==> src/rtl/calc_input_sequencer_if.sv <==
// Operand-entry bus between the input sequencer and its surroundings:
// raw user inputs, calculator result in, operands and display status out.
interface calc_input_sequencer_if;
    logic [3:0] sw;
    logic       btn_enter;
    logic       btn_clear;
    logic [3:0] calc_out;
    logic [3:0] a;
    logic [3:0] b;
    logic [2:0] op;
    logic [3:0] result;
    logic       result_valid;
    logic [1:0] phase;

    modport master (
        output sw, btn_enter, btn_clear, calc_out,
        input  a, b, op, result, result_valid, phase
    );

    modport slave (
        input  sw, btn_enter, btn_clear, calc_out,
        output a, b, op, result, result_valid, phase
    );
endinterface

==> src/rtl/calc_input_sequencer.sv <==
// Keys operands A, B and the opcode in from switches, one ENTER per step,
// drives them to the calculator and latches its result for display.
module calc_input_sequencer #(
    parameter int DEBOUNCE_CYCLES = 1_000_000,
    parameter int CNT_W           = 20
) (
    input  logic                   clk,
    input  logic                   rst_n,
    calc_input_sequencer_if.slave  bus
);

    typedef enum logic [2:0] {
        S_A    = 3'd0,
        S_B    = 3'd1,
        S_OP   = 3'd2,
        S_EXEC = 3'd3,
        S_SHOW = 3'd4
    } state_t;

    localparam logic [CNT_W-1:0] CNT_LAST = CNT_W'(DEBOUNCE_CYCLES - 1);

    logic [3:0] sw_meta_reg;
    logic [3:0] sw_sync_reg;
    logic [1:0] btn_raw;
    logic [1:0] btn_meta_reg;
    logic [1:0] btn_sync_reg;
    logic [1:0] btn_db_reg;
    logic [1:0] btn_db_prev_reg;
    logic [1:0] btn_p;

    logic       enter_p;
    logic       clear_p;

    state_t     state_reg;
    logic [3:0] a_reg;
    logic [3:0] b_reg;
    logic [2:0] op_reg;
    logic [3:0] result_reg;
    logic       result_valid_reg;
    logic [1:0] phase_reg;

    assign btn_raw = {bus.btn_clear, bus.btn_enter};

    always_ff @(posedge clk) begin
        if (!rst_n) begin
            sw_meta_reg  <= '0;
            sw_sync_reg  <= '0;
            btn_meta_reg <= '0;
            btn_sync_reg <= '0;
        end else begin
            sw_meta_reg  <= bus.sw;
            sw_sync_reg  <= sw_meta_reg;
            btn_meta_reg <= btn_raw;
            btn_sync_reg <= btn_meta_reg;
        end
    end

    // One debouncer per button: the level flips only after it has disagreed
    // with the accepted level for DEBOUNCE_CYCLES consecutive cycles.
    generate
        for (genvar gi = 0; gi < 2; gi++) begin : g_debounce
            logic [CNT_W-1:0] cnt_reg;

            always_ff @(posedge clk) begin
                if (!rst_n) begin
                    cnt_reg             <= '0;
                    btn_db_reg[gi]      <= 1'b0;
                    btn_db_prev_reg[gi] <= 1'b0;
                end else begin
                    btn_db_prev_reg[gi] <= btn_db_reg[gi];
                    if (btn_sync_reg[gi] == btn_db_reg[gi]) begin
                        cnt_reg <= '0;
                    end else if (cnt_reg == CNT_LAST) begin
                        cnt_reg        <= '0;
                        btn_db_reg[gi] <= btn_sync_reg[gi];
                    end else begin
                        cnt_reg <= cnt_reg + 1'b1;
                    end
                end
            end

            assign btn_p[gi] = btn_db_reg[gi] & ~btn_db_prev_reg[gi];
        end
    endgenerate

    assign enter_p = btn_p[0];
    assign clear_p = btn_p[1];

    always_ff @(posedge clk) begin
        if (!rst_n || clear_p) begin
            state_reg        <= S_A;
            a_reg            <= '0;
            b_reg            <= '0;
            op_reg           <= '0;
            result_reg       <= '0;
            result_valid_reg <= 1'b0;
            phase_reg        <= 2'b00;
        end else begin
            case (state_reg)
                S_A: begin
                    if (enter_p) begin
                        a_reg     <= sw_sync_reg;
                        state_reg <= S_B;
                        phase_reg <= 2'b01;
                    end
                end
                S_B: begin
                    if (enter_p) begin
                        b_reg     <= sw_sync_reg;
                        state_reg <= S_OP;
                        phase_reg <= 2'b10;
                    end
                end
                S_OP: begin
                    if (enter_p) begin
                        op_reg    <= sw_sync_reg[2:0];
                        state_reg <= S_EXEC;
                        phase_reg <= 2'b11;
                    end
                end
                // Give calc_out one cycle to settle on the freshly registered op.
                S_EXEC: begin
                    result_reg       <= bus.calc_out;
                    result_valid_reg <= 1'b1;
                    state_reg        <= S_SHOW;
                    phase_reg        <= 2'b11;
                end
                S_SHOW: begin
                    if (enter_p) begin
                        result_valid_reg <= 1'b0;
                        state_reg        <= S_A;
                        phase_reg        <= 2'b00;
                    end
                end
                default: begin
                    state_reg <= S_A;
                    phase_reg <= 2'b00;
                end
            endcase
        end
    end

    assign bus.a            = a_reg;
    assign bus.b            = b_reg;
    assign bus.op           = op_reg;
    assign bus.result       = result_reg;
    assign bus.result_valid = result_valid_reg;
    assign bus.phase        = phase_reg;

endmodule

==> src/flat_wrapper.sv <==
// flat-port wrapper written by rule: the top's interface ports become plain ports
module calc_input_sequencer_flat 
#(
    parameter int DEBOUNCE_CYCLES = 1_000_000,
    parameter int CNT_W           = 20
)
  (clk, rst_n, bus_sw, bus_btn_enter, bus_btn_clear, bus_calc_out, bus_a, bus_b, bus_op, bus_result, bus_result_valid, bus_phase);
  calc_input_sequencer_if bus_i ();
  input  logic clk;
  input  logic rst_n;
  input wire logic [$bits(bus_i.sw)-1:0] bus_sw;
  input wire logic [$bits(bus_i.btn_enter)-1:0] bus_btn_enter;
  input wire logic [$bits(bus_i.btn_clear)-1:0] bus_btn_clear;
  input wire logic [$bits(bus_i.calc_out)-1:0] bus_calc_out;
  output wire logic [$bits(bus_i.a)-1:0] bus_a;
  output wire logic [$bits(bus_i.b)-1:0] bus_b;
  output wire logic [$bits(bus_i.op)-1:0] bus_op;
  output wire logic [$bits(bus_i.result)-1:0] bus_result;
  output wire logic [$bits(bus_i.result_valid)-1:0] bus_result_valid;
  output wire logic [$bits(bus_i.phase)-1:0] bus_phase;
  assign bus_i.sw = bus_sw;
  assign bus_i.btn_enter = bus_btn_enter;
  assign bus_i.btn_clear = bus_btn_clear;
  assign bus_i.calc_out = bus_calc_out;
  assign bus_a = bus_i.a;
  assign bus_b = bus_i.b;
  assign bus_op = bus_i.op;
  assign bus_result = bus_i.result;
  assign bus_result_valid = bus_i.result_valid;
  assign bus_phase = bus_i.phase;
  calc_input_sequencer #(.DEBOUNCE_CYCLES(DEBOUNCE_CYCLES), .CNT_W(CNT_W)) u_core (.clk(clk), .rst_n(rst_n), .bus(bus_i));
endmodule
==> config.mk <==
export PLATFORM = sky130hd
export DESIGN_NAME = calc_input_sequencer_flat
export DESIGN_NICKNAME = d
export VERILOG_FILES = /design/src/rtl/calc_input_sequencer_if.sv /design/src/rtl/calc_input_sequencer.sv /design/src/flat_wrapper.sv
export SDC_FILE = /design/constraint.sdc
export NUM_CORES = 1
export LEC_CHECK = 0
export CAP_MARGIN = 20
export CORE_MARGIN = 10
export CORE_UTILIZATION = 51
export CTS_CLUSTER_DIAMETER = 200
export DETAILED_ROUTE_END_ITERATION = 7
export HOLD_SLACK_MARGIN = 0.03
export PLACE_DENSITY = 0.75
export SLEW_MARGIN = 15
export SYNTH_ARGS = -nofsm -noshare
export SYNTH_HDL_FRONTEND = slang
export SYNTH_SLANG_ARGS = --single-unit
==> constraint.sdc <==
create_clock -name clk -period 1.85 [get_ports clk]
set_input_delay 0.185 -clock clk [delete_from_list [all_inputs] [get_ports clk]]
set_output_delay 0.185 -clock clk [all_outputs]
set_load 0.03 [all_outputs]
==> results.toml, run 1 <==
[floorplan]
core_area_um2 = 5921
die_h_um = 98.16
start_util_pct = 52.62
die_w_um = 98.16
rows = 28
die_area_um2 = 9635
ioPinCount = 30

[power]
switching_share_pct = 21.26
max-vdd-ir-drop_mv = 0.4672
p_seq_share_pct = 56.7
p_per_area_nw_per_um2 = 784.8
power.internal_mw = 2.326
power_frac_clock_pct = 41.1
p_leak_nw = 1.263
combinationalPowerShare_pct = 2.2
switchingPower_uw = 628.1

[cts]
cts_buffers = 9
ctsLongestPathBuffers = 2
clk_latency_ns = 0.35
clkSinkCount = 77
h-tree-depth = 3
cts_tree = "built"
cts_root_buf = "clkbuf_8"
cts.clk_slew.worst_paths_ns = 0.08

[route]
routedWlPerCell_um = 12.42
drtIter0Drc = 128
firstDrtPassIters = 4
routed_wl_um = 5852
viasPerCell = 5.403
vias = 2545
drcViolationCount = 0
ant_nets = 0

[setup_path]
max_stage_delay_ns = 0.49
cp-start-kind = "flop"
critPathCaptureType = "flop"
r2r_slack_ns = 0.13
crit_buf_inv = 0
regToRegEndpoint = "u_core.g_debounce[1].cnt_reg[18]"
critical_path.slowest_cell = "or4_4"
cp_cell_sequence = "ha_1, nand2_1, or3_4, or4_4, a21oi_2"
arrival_ns = 2.00
worstPathMaxFanout = 7
reg2reg_depth = 5
r2r-start = "u_core.g_debounce[1].cnt_reg[1]"
crit_required_ns = 2.13
path_delay_family = "simple AND/OR/NAND/NOR gates"
worstSetupPathType = "flop to flop"
critPathLaunch = "u_core.g_debounce[1].cnt_reg[1]"

[global_routing]
grt_max_degree = 21
top_usage_layer = "met2"
met2_usage_pct = 18.07
grt.overflow.total = 0
grt_pass1_wl_um = 10030
grt_pass1_vias = 2249
grt_util_met1_pct = 15.33
track_usage_pct = 12.11
antenna_found_initial = 0
gr-usage-met3_pct = 3.242

[worst_hold_path]
worstHoldStart = "bus_btn_clear"
holdPathStages = 2
hold_class = "input pin to flop"
holdPathEnd = "u_core.btn_meta_reg[1]"

[place]
place_ws_ns = 0.07062
port_buffers = 29
gp_congestion = 0.8567
dp_hpwl_um = 4169

[final_layout]
seq_area_um2 = 1543
n_antenna_cell = 0
layout_commonest_cell = "dfxtp_1"
nets = 405
final_layout_size_suffix_gt1_share_pct = 10.35
fill_cells = 516
final_cell_mix = "dfxtp_1, nor2_1, clkdlybuf4s50_1"
areaGrowthSynthToFinish_pct = 20.84
multi_input_area_um2 = 1473
largest_reg_flops = 40

[sta]
whs_ns = 0.4118
skew_ns = 0.009960
drv_slew = 0
rsz0062_at_grt = "false"
period_needed_ns = 1.721
setup_ws_ns = 0.1288
fmax_mhz = 581.0
relSlewSlack_pct = 58.81
final-setup-viol-count = 0
hold_viol = 0
post-route-period-util_pct = 93.04
setup_tns_ns = 0
worstMarginPinSlew_ns = 0.6137

[synth]
synthDistinctLibCells = 44
ys_seq_elements = 77
synth_warnings = 0
async_reset_ff_share_pct = 0
synth_ff_type = "dfxtp_1"
synth_edf_count = 0
syn_nets = 364
avgSynthCellArea_um2 = 8.901
syn_area_um2 = 3115
seq_area_frac_synth_pct = 49.48
synthCells = 350

[outcome]
outcome = "complete, no violations"

[job]
cap_violations = 0
## repair_timing
action / in CTS / in global routing
setup buffers: 0 / 1
hold buffers: 0 / 0
endpoints found under the setup margin: 0 / 4
gates resized for setup: 0 / 2
## final cells by class
class                   count  area share, %
inverters                  13          1.296
repair buffers             44          11.03
clock buffers              10          3.390
clock inverters             6          1.695
flip-flops and latches     77          40.98
well taps                  75          2.493
multi-input cells         246          39.12
## per-layer routing
layer  up-vias  wire length [um]
li1       1305                 -
met1      1188              2802
met2        38              2664
met3        14               247
met4         0               137
met5         -                 0
## worst max-delay path by stage
stage,endpoint,depth (start not counted)
2_1_floorplan,u_core.g_debounce[1].cnt_reg[18],6
3_3_place_gp,u_core.g_debounce[1].cnt_reg[18],5
3_5_place_dp,u_core.g_debounce[1].cnt_reg[18],5
4_1_cts,u_core.g_debounce[1].cnt_reg[18],5
5_1_grt,u_core.g_debounce[0].cnt_reg[18],6
6_report,u_core.g_debounce[1].cnt_reg[18],5
## power by group through the flow
stage          Clock, mW  Combinational, mW  Sequential, mW
3_5_place_dp           0             0.0656            1.71
3_3_place_gp           0             0.0647            1.71
2_1_floorplan          0             0.0279            1.71
5_1_grt             1.31             0.0721            1.68
6_report            1.21             0.0651            1.68
4_1_cts             1.25             0.0660            1.68
## synth_stat cells (2+ instances only)
library cell  number  area, um2
a21oi_1           26      130.1
and2_1            14      87.58
and3_1             5      31.28
and4_1             2      17.52
clkbuf_1          12      45.04
dfxtp_1           77       1541
ha_1               2      25.02
inv_1             13      48.80
mux2i_1            4      40.04
nand2_1           28      105.1
nand2b_1           2      12.51
nand3_1           25      125.1
nand4_1            7      43.79
nand4b_1           2      17.52
nor2_1            37      138.9
nor2b_1            2      12.51
nor3_1             8      40.04
nor4_1            10      62.56
nor4b_1            2      17.52
nor4bb_1           2      20.02
o21a_1             2      15.01
o21ai_0           10      50.05
o31ai_1            4      30.03
or3_1              5      31.28
or3_2              2      15.01
or4_1              4      30.03
xnor2_1           18      157.7
xor2_1             9      78.83
## through the flow
step / area (um2) / util (%) / instances / total power [mW]
floorplan: 3115 / - / 350 / 1.741
global placement: 3560 / 60.12 / 454 / 1.779
detailed placement: 3560 / 60.12 / 454 / 1.780
CTS: 3751 / 63.36 / 470 / 2.995
global route: 3765 / 63.59 / 471 / 3.064
finish: 3765 / 63.59 / 471 / 2.955
## kinds of logic (layout without fill, tap and decap cells)
family	after synthesis	after routing	synth area share [%]
AOI/OAI and AO/OA	48	48	8.956
xor gates and xnor gates	27	27	7.590
adders and majority gates	2	2	0.8031
buffers and inverters	27	73	3.414
DFF	77	77	49.48
muxes	4	4	1.285
and+or+nand+nor	165	165	28.47
No activity file was read; power rests on OpenSTA's default activity.
==> inputs of run 2 (changes only) <==
PLACE_DENSITY = 0.84   (was 0.75)
==> results.toml, run 2 (synthesized netlist as in run 1, its figures left out) <==
[place]
place_inst = 454
gp_congestion = 0.8577
place_area_um2 = 3560
port_buffers = 29
dp_hpwl_um = 4476

[setup_path]
crit_buf_inv = 0
max_stage_delay_ns = 0.49
cp-start-kind = "flop"
worstPathMaxFanout = 7
critical_path.slowest_cell = "or4_4"
crit_required_ns = 2.14
cp_cell_sequence = "ha_1, nand2_1, or3_4, or4_4, a21oi_2"
worstSetupPathType = "flop to flop"
path_delay_family = "simple AND/OR/NAND/NOR gates"
arrival_ns = 2.07
critPathCaptureType = "flop"

[final_layout]
fill_cells = 497
nets = 404
fin_util_pct = 64.37
layout_commonest_cell = "dfxtp_1"
final_cell_count_no_fill = 470
n_antenna_cell = 0
largest_reg_flops = 40
areaGrowthSynthToFinish_pct = 22.33
final_layout_size_suffix_gt1_share_pct = 11.39
final_cell_mix = "dfxtp_1, nor2_1, clkdlybuf4s50_1"
final_area_um2 = 3811

[route]
routedWlPerCell_um = 14.07
ant_nets = 0
drcViolationCount = 0
viasPerCell = 5.447
drtIter0Drc = 159
firstDrtPassIters = 4
routed_wl_um = 6613
vias = 2560

[power]
power_mw = 3.194
p_per_area_nw_per_um2 = 838.2
p_leak_nw = 1.290
max-vdd-ir-drop_mv = 0.4979

[job]
cap_violations = 0

[global_routing]
gr-usage-met3_pct = 3.946
met2_usage_pct = 23.10
track_usage_pct = 13.81
antenna_found_initial = 0
grt_pass1_wl_um = 11360
grt_max_degree = 21
grt.overflow.total = 0
grt_pass1_vias = 2542
grt_util_met1_pct = 15.17
top_usage_layer = "met2"

[worst_hold_path]
hold_class = "input pin to flop"

[sta]
drv_slew = 0
final-setup-viol-count = 0
rsz0062_at_grt = "false"
relSlewSlack_pct = 63.31
skew_ns = 0.009897
hold_viol = 0
worstMarginPinSlew_ns = 0.5467
post-route-period-util_pct = 96.09
fmax_mhz = 562.5
setup_tns_ns = 0
period_needed_ns = 1.778

[floorplan]
die_h_um = 98.16
core_area_um2 = 5921
rows = 28
die_area_um2 = 9635
ioPinCount = 30
start_util_pct = 52.62
die_w_um = 98.16

[cts]
clkSinkCount = 77
clk_latency_ns = 0.36
ctsLongestPathBuffers = 2
cts_tree = "built"
cts_buffers = 9
cts.clk_slew.worst_paths_ns = 0.08
hold_buffers = 0
h-tree-depth = 3
cts_root_buf = "clkbuf_8"
cts_setup_buffers = 0

[outcome]
outcome = "complete, no violations"
run 2: cell types whose count changed in the layout (fill, tap and decap cells not counted):
| cell | change |
|---|---|
| clkinvlp_4 | -2 |
| or4_4 | +1 |
| or4_1 | -1 |
| dfxtp_2 | +2 |
| bufinv_16 | +1 |
| clkinv_4 | +1 |
| or3_4 | +1 |
| clkbuf_1 | -1 |
| clkbuf_8 | +2 |
| or3_1 | -1 |
| dfxtp_1 | -2 |
| buf_4 | -1 |
| clkinv_2 | -1 |
run 2: layout make-up:
cell class              count  area, um2  share of cell area (%)
well taps                  75      93.84                   2.462
multi-input cells         246       1481                   38.87
clock buffers              11      151.4                   3.972
inverters                  13      48.80                   1.280
flip-flops and latches     77       1545                   40.54
repair buffers             43      407.9                   10.70
clock inverters             5      82.58                   2.167
run 2: stage by stage:
stage | hold slack, ns | setup slack, ns
after floorplan | 0.3123 | 0.03130
after global placement | 0.4146 | 0.1016
after detailed placement | 0.4184 | 0.02105
after CTS | 0.4122 | 0.005011
after global routing | 0.4252 | 0.006130
final | 0.4193 | 0.07234
run 2: path summary, 6_finish.rpt:
check | from | endpoint | slack (ns) | cells past startpoint
worst min register to register | u_core.btn_meta_reg[0] | u_core.btn_sync_reg[0] | 0.43 | 1
worst max register to register | u_core.g_debounce[1].cnt_reg[1] | u_core.g_debounce[1].cnt_reg[18] | 0.07 | 5
worst min-delay path | bus_btn_clear | u_core.btn_meta_reg[1] | 0.42 | 2
worst max-delay path | u_core.g_debounce[1].cnt_reg[1] | u_core.g_debounce[1].cnt_reg[18] | 0.07 | 5
run 2: routing by layer:
layer  vias to the layer above  routed length [um]
met4                         0                 179
met3                        15                 331
met1                      1191                2880
met2                        60                3221
li1                       1294                   -
met5                         -                   0
run 2: what timing repair did:
action                                 in CTS  in global routing
setup endpoints to repair                   0                 20
endpoints found under the hold margin       0                  0
gates resized for setup                     0                  6
run 2: power breakdown:
group	total [mW]	switching, mW	internal (mW)
clock network	1.45	0.616	0.835
registers	1.68	0.00728	1.67
logic	0.0668	0.0295	0.0374
==> inputs of run 3 (changes only) <==
CORE_UTILIZATION = 40   (was 51)
PLACE_DENSITY = 0.7   (was 0.84)
SLEW_MARGIN = not set   (was 15)
==> results.toml, run 3 (synthesized netlist as in run 1, its figures left out) <==
[power]
p_leak_nw = 1.258
p_per_area_nw_per_um2 = 781.1
max-vdd-ir-drop_mv = 0.3989

[route]
ant_nets = 0
drtIter0Drc = 84
firstDrtPassIters = 4
drcViolationCount = 0
vias = 2507
viasPerCell = 5.054
routed_wl_um = 6143
routedWlPerCell_um = 12.39

[global_routing]
grt_max_degree = 21
antenna_found_initial = 0
grt_pass1_wl_um = 10560
grt.overflow.total = 0
track_usage_pct = 10.80
grt_pass1_vias = 2465

[setup_path]
worstPathMaxFanout = 6
critPathLaunch = "u_core.g_debounce[1].cnt_reg[1]"
critPathCaptureType = "flop"
arrival_ns = 2.05
crit_required_ns = 2.13
cp-start-kind = "flop"
r2r-start = "u_core.g_debounce[1].cnt_reg[1]"
worstSetupPathType = "flop to flop"

[place]
place_area_um2 = 3586
port_buffers = 29
place_ws_ns = 0.03236
place_inst = 480
dp_hpwl_um = 4454
gp_congestion = 0.8106

[cts]
cts_buffers = 9
cts_resized = 0
clk_latency_ns = 0.34
cts_tree = "built"
ctsLongestPathBuffers = 2
hold_buffers = 0
cts_root_buf = "clkbuf_8"
h-tree-depth = 3
cts.clk_slew.worst_paths_ns = 0.08
cts_setup_buffers = 0
clkSinkCount = 77

[final_layout]
largest_reg_flops = 40
fill_cells = 721
n_antenna_cell = 0
areaGrowthSynthToFinish_pct = 21.49
nets = 403
final_layout_size_suffix_gt1_share_pct = 10.15
layout_commonest_cell = "dfxtp_1"
final_cell_mix = "dfxtp_1, nor2_1, clkdlybuf4s50_1"
final_cell_count_no_fill = 496
final_area_um2 = 3785

[floorplan]
start_util_pct = 40.74
die_w_um = 108.3
rows = 32
core_area_um2 = 7647
die_area_um2 = 11720
ioPinCount = 30
die_h_um = 108.3

[sta]
setup_ws_ns = 0.08693
relSlewSlack_pct = 49.02
hold_viol = 0
worstMarginPinSlew_ns = 0.7596
fmax_mhz = 567.2
final-setup-viol-count = 0
setup_tns_ns = 0
drv_slew = 0
rsz0062_at_grt = "false"
skew_ns = 0.01046
whs_ns = 0.4322
post-route-period-util_pct = 95.30
period_needed_ns = 1.763

[worst_hold_path]
worstHoldStart = "u_core.g_debounce[1].cnt_reg[0]"
hold_class = "flop to flop"

[outcome]
outcome = "complete, no violations"

[job]
cap_violations = 0
[run 3: changes by cell type in the layout (fill, tap and decap cells not counted), sizes merged]
cell | previous run | this run
buf | 14 | 13
bufinv | 2 | 1
clkbuf | 11 | 10
clkinv | 3 | 4
inv | 13 | 14
[run 3: stage by stage]
stage	power, mW	utilization [%]
2_1_floorplan	1.741	-
3_3_place_gp	1.777	46.89
3_5_place_dp	1.779	46.89
4_1_cts	2.991	49.38
5_1_grt	3.070	49.49
6_report	2.956	49.49
[run 3: power breakdown]
| group | switching, mW | internal [mW] |
|---|---|---|
| clock network | 0.593 | 0.623 |
| registers | 0.00717 | 1.67 |
| logic | 0.0281 | 0.0348 |
| total | 0.628 | 2.33 |
[run 3: final timing paths]
path / slack [ns] / cells after the start / endpoint
max: 0.09 / 5 / u_core.g_debounce[1].cnt_reg[18]
min: 0.43 / 1 / u_core.g_debounce[1].cnt_reg[0]
max reg2reg: 0.09 / 5 / u_core.g_debounce[1].cnt_reg[18]
min reg2reg: 0.43 / 1 / u_core.g_debounce[1].cnt_reg[0]
[run 3: routing by layer]
| layer | share of wire (%) | wire [um] | global-route usage [%] |
|---|---|---|---|
| met5 | 0 | 0 | 0 |
| met4 | 0.98 | 60 | 3.296 |
| met3 | 5.0 | 310 | 4.045 |
| met2 | 47 | 2859 | 18.23 |
| met1 | 47 | 2912 | 12.45 |
[run 3: cell type report]
cell class	instances	area, um2	area share (%)
Clock inverter	6	62.56	1.653
Inverter	13	48.80	1.289
Sequential cell	77	1543	40.76
Clock buffer	10	127.6	3.372
Timing Repair Buffer	42	400.4	10.58
Tap cell	102	127.6	3.372
Multi-Input combinational cell	246	1475	38.98
[run 3: critical path, cell delays in order, from the launching register on]
cell and delay [ns]:
dfxtp_1 0.36, ha_2 0.22, nand2_1 0.08, or3_4 0.42, or4_4 0.49, a21oi_2 0.13
